==> src/rtl/vote_pkg.sv <==
// vote_pkg: shared constants for the voting machine core
package vote_pkg;
    localparam int NUM_CAND = 4;
    localparam logic [2:0] SYM_DASH = 3'd5;
    localparam logic [6:0] SEG_BLANK = 7'b0000000;
    localparam logic [6:0] SEG_1 = 7'b0000110;
    localparam logic [6:0] SEG_2 = 7'b1011011;
    localparam logic [6:0] SEG_3 = 7'b1001111;
    localparam logic [6:0] SEG_4 = 7'b1100110;
    localparam logic [6:0] SEG_DASH = 7'b1000000;
    localparam logic [2:0] RGB_OFF = 3'b000;
    localparam logic [2:0] RGB_SEL = 3'b001;
    localparam logic [2:0] RGB_OK = 3'b010;
    localparam logic [2:0] RGB_ERR = 3'b100;
    localparam logic [2:0] RGB_WIN = 3'b011;
    localparam logic [2:0] RGB_TIE = 3'b110;
endpackage

==> src/rtl/seg7_dec.sv <==
// seg7_dec: symbol (0 blank, 1-4 candidate, 5 dash) to 7-segment pattern
module seg7_dec
    import vote_pkg::*;
(
    input  logic [2:0] sym,
    output logic [6:0] seg
);
    always_comb
        seg = sym == 3'd1 ? SEG_1 :
              sym == 3'd2 ? SEG_2 :
              sym == 3'd3 ? SEG_3 :
              sym == 3'd4 ? SEG_4 :
              sym == SYM_DASH ? SEG_DASH : SEG_BLANK;
endmodule

==> src/rtl/vote_evm.sv <==
// vote_evm: four-candidate voting machine with saturating tallies and winner display
module vote_evm
    import vote_pkg::*;
#(
    parameter int CNT_W = 8
) (
    input  logic       clk,
    input  logic       rst,
    input  logic       b1,
    input  logic       b2,
    input  logic       b3,
    input  logic       b4,
    input  logic       s1,
    input  logic       s2,
    output logic       l1,
    output logic       l2,
    output logic       l3,
    output logic       l4,
    output logic [2:0] rgb,
    output logic       c0,
    output logic [6:0] show
);
    logic [CNT_W-1:0] tally [NUM_CAND];
    logic [CNT_W-1:0] mx;
    logic [3:0] b;
    logic [2:0] sel, sel_n, bidx, cnt, win, sym, rgb_n;
    logic [1:0] si, si_n;
    logic s1_d, res_d, one, inc, c0_n;
    logic [6:0] seg;
    assign b = {b4, b3, b2, b1};
    assign one = (b != 4'd0) && ((b & (b - 4'd1)) == 4'd0);
    assign bidx = b[0] ? 3'd1 : b[1] ? 3'd2 : b[2] ? 3'd3 : 3'd4;
    assign si = 2'(sel - 3'd1);
    assign si_n = 2'(sel_n - 3'd1);
    always_comb begin
        mx = tally[0];
        for (int i = 1; i < NUM_CAND; i++)
            if (tally[i] > mx) mx = tally[i];
        cnt = 3'd0;
        win = 3'd0;
        for (int i = 0; i < NUM_CAND; i++)
            if (tally[i] == mx) begin
                cnt = cnt + 3'd1;
                win = 3'(i + 1);
            end
    end
    always_comb begin
        inc = 1'b0;
        c0_n = 1'b0;
        sel_n = sel;
        rgb_n = res_d ? RGB_OFF : rgb;
        if (s2) begin
            sel_n = 3'd0;
            rgb_n = cnt == 3'd1 ? RGB_WIN : RGB_TIE;
        end else if (s1 && !s1_d) begin
            inc = sel != 3'd0;
            c0_n = sel != 3'd0;
            sel_n = 3'd0;
            rgb_n = sel != 3'd0 ? RGB_OK : RGB_ERR;
        end else if (one) begin
            sel_n = bidx;
            rgb_n = RGB_SEL;
        end else if (b != 4'd0)
            rgb_n = RGB_ERR;
        sym = s2 ? (cnt == 3'd1 ? win : SYM_DASH) : sel_n;
    end
    seg7_dec u_dec (.sym(sym), .seg(seg));
    always_ff @(posedge clk) begin
        if (rst) begin
            for (int i = 0; i < NUM_CAND; i++) tally[i] <= '0;
            sel <= 3'd0;
            s1_d <= 1'b0;
            res_d <= 1'b0;
            {l4, l3, l2, l1} <= 4'b0000;
            rgb <= RGB_OFF;
            c0 <= 1'b0;
            show <= SEG_BLANK;
        end else begin
            if (inc && tally[si] != '1) tally[si] <= tally[si] + CNT_W'(1);
            sel <= sel_n;
            s1_d <= s1;
            res_d <= s2;
            {l4, l3, l2, l1} <= sel_n != 3'd0 ? 4'b0001 << si_n : 4'b0000;
            rgb <= rgb_n;
            c0 <= c0_n;
            show <= seg;
        end
    end
endmodule

==> config.mk <==
export PLATFORM = sky130hd
export DESIGN_NAME = vote_evm
export DESIGN_NICKNAME = d
export VERILOG_FILES = /design/src/rtl/vote_pkg.sv /design/src/rtl/seg7_dec.sv /design/src/rtl/vote_evm.sv
export SDC_FILE = /design/constraint.sdc
export NUM_CORES = 1
export LEC_CHECK = 0
export ABC_CLOCK_PERIOD_IN_PS = 9300
export CAP_MARGIN = 20
export CELL_PAD_IN_SITES_DETAIL_PLACEMENT = 0
export CELL_PAD_IN_SITES_GLOBAL_PLACEMENT = 1
export CORE_ASPECT_RATIO = 0.8
export CORE_MARGIN = 4
export CORE_UTILIZATION = 47
export CTS_CLUSTER_DIAMETER = 200
export DETAILED_ROUTE_END_ITERATION = 12
export GPL_ROUTABILITY_DRIVEN = 0
export GPL_TIMING_DRIVEN = 0
export PLACE_DENSITY = 0.84
export SETUP_SLACK_MARGIN = 0.15
export SYNTH_ARGS = -nofsm -noshare
export SYNTH_HDL_FRONTEND = slang
export SYNTH_SLANG_ARGS = --single-unit
==> constraint.sdc <==
create_clock -name clk -period 9.3 [get_ports clk]
set_input_delay 2.79 -clock clk [delete_from_list [all_inputs] [get_ports clk]]
set_output_delay 2.79 -clock clk [all_outputs]
set_load 0.02 [all_outputs]
# Yosys cells after proc, flatten, opt, wreduce, memory -nomap -nowiden
# Memory sizes are Yosys's and may differ from the RTL's.
# Cells that the tools add are included.
op_classes:
  reduce_logical: 13
  muxes: 40
  shifts: 1
  n_eq_ne: 11
  div_mod_pow: 0
  n_bitwise: 2
  n_lt_le_gt_ge: 3
  multipliers: 0
  addsub: 7
ops:
  columns: ["cell", "n"]
  rows:
  - ["$mux 3", 22]
  - ["$eq 8x8->1", 4]
  - ["$mux 8", 4]
  - ["$mux 7", 4]
  - ["$gt 8x8->1", 3]
  - ["$add 3x1->3 const B", 3]
  - ["$mux 1", 9]
  - ["$add 8x1->8 const B", 1]
  - ["$ne 8x8->1 const B", 1]
  - ["$reduce_or 8->1", 1]
  - ["$eq 3x1->1 const B", 2]
  - ["$eq 3x2->1 const B", 2]
  - ["$eq 3x3->1 const B", 2]
  - ["$reduce_bool 3->1", 2]
  - ["$reduce_bool 5->1", 1]
  - ["$and 4x4->4", 1]
  - ["$logic_not 4->1", 1]
  - ["$reduce_bool 4->1", 1]
  - ["$reduce_or 2->1", 2]
  - ["$reduce_or 4->1", 1]
  - ["$shl 1x2->4 const A", 1]
  - ["$sub 2x1->2 const B", 2]
  - ["$sub 4x1->4 const B", 1]
  - ["$logic_and 1x1->1", 3]
  - ["other kinds (3)", 3]
totals:
  ram_bits: 32
  inputBits: 8
  latch_bits: 0
  ff_bits: 20
  mem_bits_ro: 0
  memories: 1
  word_cells: 90
memory_table:
  columns: ["name", "words", "width", "read_ports", "rd_clocked_by_memory_dff", "wr", "line_no", "rtl"]
  rows:
  - ["tally", 4, 8, 5, 0, 4, "vote_evm.sv:23", "logic [CNT_W-1:0] tally [NUM_CAND];"]

# Depth between registers and ports, before layout
# An unclocked memory read counts as a cell.
logic_depth:
  ltp_word: 24
  depth_mapped: 42
  ltp_nobuf: 35

# Modules after synthesis
# From an unflattened synthesis, not the netlist that was laid out.
hier_totals:
  hier_cells: 491
  hier_area_um2: 4345.4
modules_own_cells:
  columns: ["module", "n_inst", "cells_each", "seq_area_each_um2", "area_each_um2"]
  rows:
  - ["vote_evm", 1, 483, 1361.3, 4280.4]
  - ["seg7_dec", 1, 8, 0.0, 65.1]

# Worst setup path before layout
# OpenSTA, ideal clock, no wires.
synth_path:
  path_kind: "flip-flop to flip-flop"
  startpoint: "memory tally[0][1]"
  endpoint: "register show[2]"
  setup_slack_ns: 1.436
  period_less_slack_ns: 7.864
  setup_time_ns: 0.068
  arrival_ns: 7.796
  path_stages_with_launch: 36
  required_ns: 9.232
  cell_sequence: "edfxtp_1 -> clkbuf_1 -> inv_1 -> ha_1 -> nor2b_1 -> o211ai_1 -> a211o_2 -> nand2_4 -> buf_6 -> mux2i_1 -> ha_1 -> a211oi_2 -> o211ai_1 -> and2_4 -> nand2_2 -> buf_4 -> buf_6 -> buf_2 -> o21ai_0 -> ha_1 -> nand4_2 -> or2_4 -> o21ai_2 -> buf_6 -> o21ai_1 -> a32o_1 -> or4_4 -> nor4_4 -> ha_1 -> xnor2_1 -> ha_1 -> or2_2 -> o221ai_1 -> a21boi_0 -> or4b_4 -> o21ai_2"
synth_lines:
  columns: ["element", "line_no", "rtl"]
  rows:
  - ["start: declaration", "vote_evm.sv:23", null]
  - ["end signal: assignment", "vote_evm.sv:86", "show <= seg;"]
  - ["end: declaration", "vote_evm.sv:21", "output logic [6:0] show"]

==> impl_metrics.prom <==
# TYPE chip_impl_metric gauge
chip_impl_info{name="cts_tree",value="built"} 1
chip_impl_info{name="setup_repair_after_global_routing_missed_its_margin",value="no"} 1
chip_impl_info{name="timing.critical_path.from_type",value="flip-flop"} 1
chip_impl_info{name="highest_layer",value="met4"} 1
chip_impl_info{name="worstSetupPathType",value="reg2reg"} 1
chip_impl_metric{name="antenna_cells_inserted",unit=""} 0
chip_impl_info{name="yosys_most_used_dff",value="sky130_fd_sc_hd__edfxtp_1"} 1
chip_impl_metric{name="avgViaCountPerCell",unit=""} 6.63
chip_impl_metric{name="post-route-period-util",unit=""} 0.952
chip_impl_metric{name="dieHeight",unit="um"} 99.7
chip_impl_metric{name="wl_per_instance",unit="um"} 22.4
chip_impl_metric{name="fin_skew",unit="ps"} 6.14
chip_impl_metric{name="route.met2.wl",unit="um"} 7000
chip_impl_metric{name="count_of_final_setup_violators",unit=""} 0
chip_impl_metric{name="synth_seq_cells",unit=""} 51
chip_impl_metric{name="area_growth_syn_to_layout",unit="%"} 14.4
chip_impl_metric{name="pin_count_of_the_biggest_net_entering_global_routing",unit=""} 17
chip_impl_metric{name="fraction_of_the_yosys_area_taken_by_sequential_cells",unit=""} 0.272
chip_impl_metric{name="quantity_of_hold_fixing_buffers_added_after_cts",unit=""} 0
chip_impl_metric{name="report.power.total",unit="mW"} 0.846
chip_impl_metric{name="std_cell_rows",unit=""} 33
chip_impl_metric{name="final-hold-violation-count",unit=""} 0
chip_impl_metric{name="antenna_left",unit=""} 0
chip_impl_metric{name="finalWirelength",unit="um"} 16900
chip_impl_metric{name="grt.overflow.total",unit=""} 0
chip_impl_metric{name="clock_latency",unit="ps"} 290
chip_impl_metric{name="initial_utilization",unit=""} 0.482
chip_impl_metric{name="totalNegativeSetupSlack",unit="ps"} 0
chip_impl_metric{name="met1_length",unit="um"} 7400
chip_impl_metric{name="cts_htree_levels",unit=""} 2
chip_impl_metric{name="synth_edf_count",unit=""} 32
chip_impl_metric{name="clock_tree.buffer_depth",unit=""} 2
chip_impl_metric{name="half_perimeter_wire_length_after_placement",unit="um"} 12600
chip_impl_metric{name="worst-path-max-fanout",unit=""} 10
chip_impl_metric{name="port_buffers",unit=""} 18
chip_impl_metric{name="detail_route.iter0.violations",unit=""} 666
chip_impl_metric{name="via_count_of_the_routed_design",unit=""} 4994
chip_impl_metric{name="chipWidth",unit="um"} 123
chip_impl_metric{name="placed_cells",unit=""} 739
chip_impl_metric{name="boundaryPins",unit=""} 23
chip_impl_info{name="end_kind",value="flip-flop"} 1
chip_impl_metric{name="cellLeakagePower",unit="nW"} 2.03
chip_impl_metric{name="post_synth_inst_count",unit=""} 581
chip_impl_metric{name="worst_slew_margin_rel",unit=""} 0.387
chip_impl_metric{name="grt_first_pass_wirelength",unit="um"} 25700
chip_impl_metric{name="route.met3.wl",unit="um"} 1950
chip_impl_info{name="crit_path_top_delay_cell",value="sky130_fd_sc_hd__or4b_4"} 1
chip_impl_metric{name="tightestPinTransition",unit="ps"} 909
chip_impl_metric{name="postSynthNetCount",unit=""} 618
chip_impl_metric{name="report.final.slew_viol_count",unit=""} 0
chip_impl_metric{name="cp_data_required_time",unit="ps"} 9530
chip_impl_info{name="buffer_cell_driving_the_clock_tree_root",value="sky130_fd_sc_hd__clkbuf_16"} 1
chip_impl_metric{name="asyncSetResetFlopFracSynth",unit=""} 0
chip_impl_metric{name="synth_area",unit="um2"} 4940
chip_impl_metric{name="vdd.ir_drop.worst",unit="mV"} 0.0971
chip_impl_metric{name="whs",unit="ps"} 465
chip_impl_info{name="run_status",value="finished, final reports clean"} 1
chip_impl_metric{name="drv_cap",unit=""} 0
chip_impl_info{name="most_used_cells_in_the_layout_excluding_fill_and_tap_cells",value="sky130_fd_sc_hd__nor2_1 (59), sky130_fd_sc_hd__nand2_1 (36), sky130_fd_sc_hd__inv_1 (35)"} 1
chip_impl_metric{name="number_of_antenna_violations_at_the_first_check_in_global_routing",unit=""} 0
chip_impl_metric{name="floorplan.core_area",unit="um2"} 10200
chip_impl_metric{name="timing.critical_path.slowest_cell_delay",unit="ps"} 570
chip_impl_metric{name="grt.total_usage",unit=""} 0.275
chip_impl_metric{name="cts_buffer_count",unit=""} 5
chip_impl_metric{name="worst_setup_hold_path_clk_slew",unit="ps"} 70
chip_impl_metric{name="first_global_vias",unit=""} 4508
chip_impl_metric{name="final_layout_size_suffix_gt1_frac",unit=""} 0.147
chip_impl_metric{name="final_net_count",unit=""} 649
chip_impl_metric{name="synth_cell_types",unit=""} 91
chip_impl_metric{name="finalWorstPathRequiredPeriod",unit="ps"} 8860
chip_impl_metric{name="clock_sink_count",unit=""} 51
chip_impl_metric{name="fmax",unit="MHz"} 113
chip_impl_info{name="min-delay-path-class",value="reg2reg"} 1
chip_impl_metric{name="synthesis.yosys.warnings",unit=""} 0
chip_impl_metric{name="drt_pass1_iterations",unit=""} 7
chip_impl_metric{name="power.density_cell_area",unit="nW/um2"} 150
chip_impl_metric{name="critical_path_arrival",unit="ps"} 9080
chip_impl_metric{name="route.detailed.drc",unit=""} 0
chip_impl_info{name="crit_path_frequent_cell",value="sky130_fd_sc_hd__ha_1"} 1
chip_impl_metric{name="final_cells",unit=""} 753
chip_impl_metric{name="fp.dieArea",unit="um2"} 12200
chip_impl_info{name="layout.cells.most_common",value="sky130_fd_sc_hd__nor2_1"} 1
chip_impl_metric{name="avgSynthCellArea",unit="um2"} 8.50
==> final cells by class <==
class	count	area, um2
Buffer	44	233
Clock buffer	6	129
Clock inverter	2	16.3
Fill cell	985	4590
Inverter	37	139
Multi-Input combinational cell	449	3390
Sequential cell	51	1340
Tap cell	140	175
Timing Repair Buffer	24	225
==> critical path: cells and delay by family (launching register included) <==
kind | cells | cell delay [ps]
AOI/OAI and AO/OA | 12 | 2400
xor gates and xnor gates | 1 | 180
adders and majority gates | 5 | 1610
buffers and inverters | 8 | 1540
DFF | 1 | 560
muxes | 1 | 320
and+or+nand+nor | 9 | 2150
==> state kept, by name (all words and copies together), names as in the netlist <==
signal,count
tally,32
show,6
rgb,3
sel,3
c0,1
l1,1
l2,1
l3,1
l4,1
res_d,1
s1_d,1
==> power breakdown <==
group / internal [mW] / switching, mW / total [mW]
Combinational: 0.154 / 0.244 / 0.398
Clock: 0.101 / 0.0821 / 0.183
Sequential: 0.253 / 0.0124 / 0.265
Total: 0.508 / 0.338 / 0.846
==> layer usage <==
metal,up-vias,GRT usage
met5,-,0
li1,2242,-
met3,57,0.0517
met2,315,0.390
met4,0,0.0869
met1,2380,0.420
==> through the flow <==
step | util | setup slack, ps | area [um2]
after floorplan | - | 1440 | 4940
after CTS | 0.533 | 167 | 5460
after detailed placement | 0.518 | -79.4 | 5300
final | 0.552 | 445 | 5650
after global routing | 0.552 | 98.0 | 5650
after global placement | 0.517 | -15.1 | 5290
==> cell families after synthesis <==
group / count (synthesis) / share of synthesized area
AOI/OAI and AO/OA: 158 / 0.241
xor gates and xnor gates: 35 / 0.0621
adders and majority gates: 30 / 0.0755
buffers and inverters: 81 / 0.0717
DFF: 51 / 0.272
muxes: 13 / 0.0469
and+or+nand+nor: 213 / 0.231
==> cell usage after synthesis, drive strengths merged (8+ instances only) <==
| cell | instances | area share |
|---|---|---|
| xor2 | 9 | 0.016 |
| clkbuf | 25 | 0.019 |
| o211ai | 24 | 0.038 |
| nand4 | 18 | 0.025 |
| and3 | 10 | 0.013 |
| nor3 | 19 | 0.019 |
| edfxtp | 32 | 0.19 |
| inv | 37 | 0.028 |
| a21oi | 24 | 0.027 |
| nand3 | 18 | 0.018 |
| xnor2 | 26 | 0.046 |
| and2 | 8 | 0.011 |
| dfxtp | 19 | 0.077 |
| nand2 | 39 | 0.035 |
| mux4 | 8 | 0.036 |
| buf | 19 | 0.025 |
| o21ai | 27 | 0.030 |
| a211oi | 9 | 0.015 |
| nor2 | 60 | 0.046 |
| ha | 29 | 0.073 |
==> repair_timing <==
action,CTS,global route
setup endpoints to repair,3,8
buffers inserted,0,6
gates resized for setup,6,34
gates cloned,0,0
pin swaps,0,5
==> path summary, 6_finish.rpt <==
path                             startpoint       to  slack, ps  cells past startpoint
worst max-delay path            tally[0][6]  show[2]        440                     36
worst max register to register  tally[0][6]  show[2]        440                     36
worst min register to register       rgb[2]   rgb[2]        470                      2
worst min-delay path                 rgb[2]   rgb[2]        470                      2
Power figures use the tool's default switching activity.
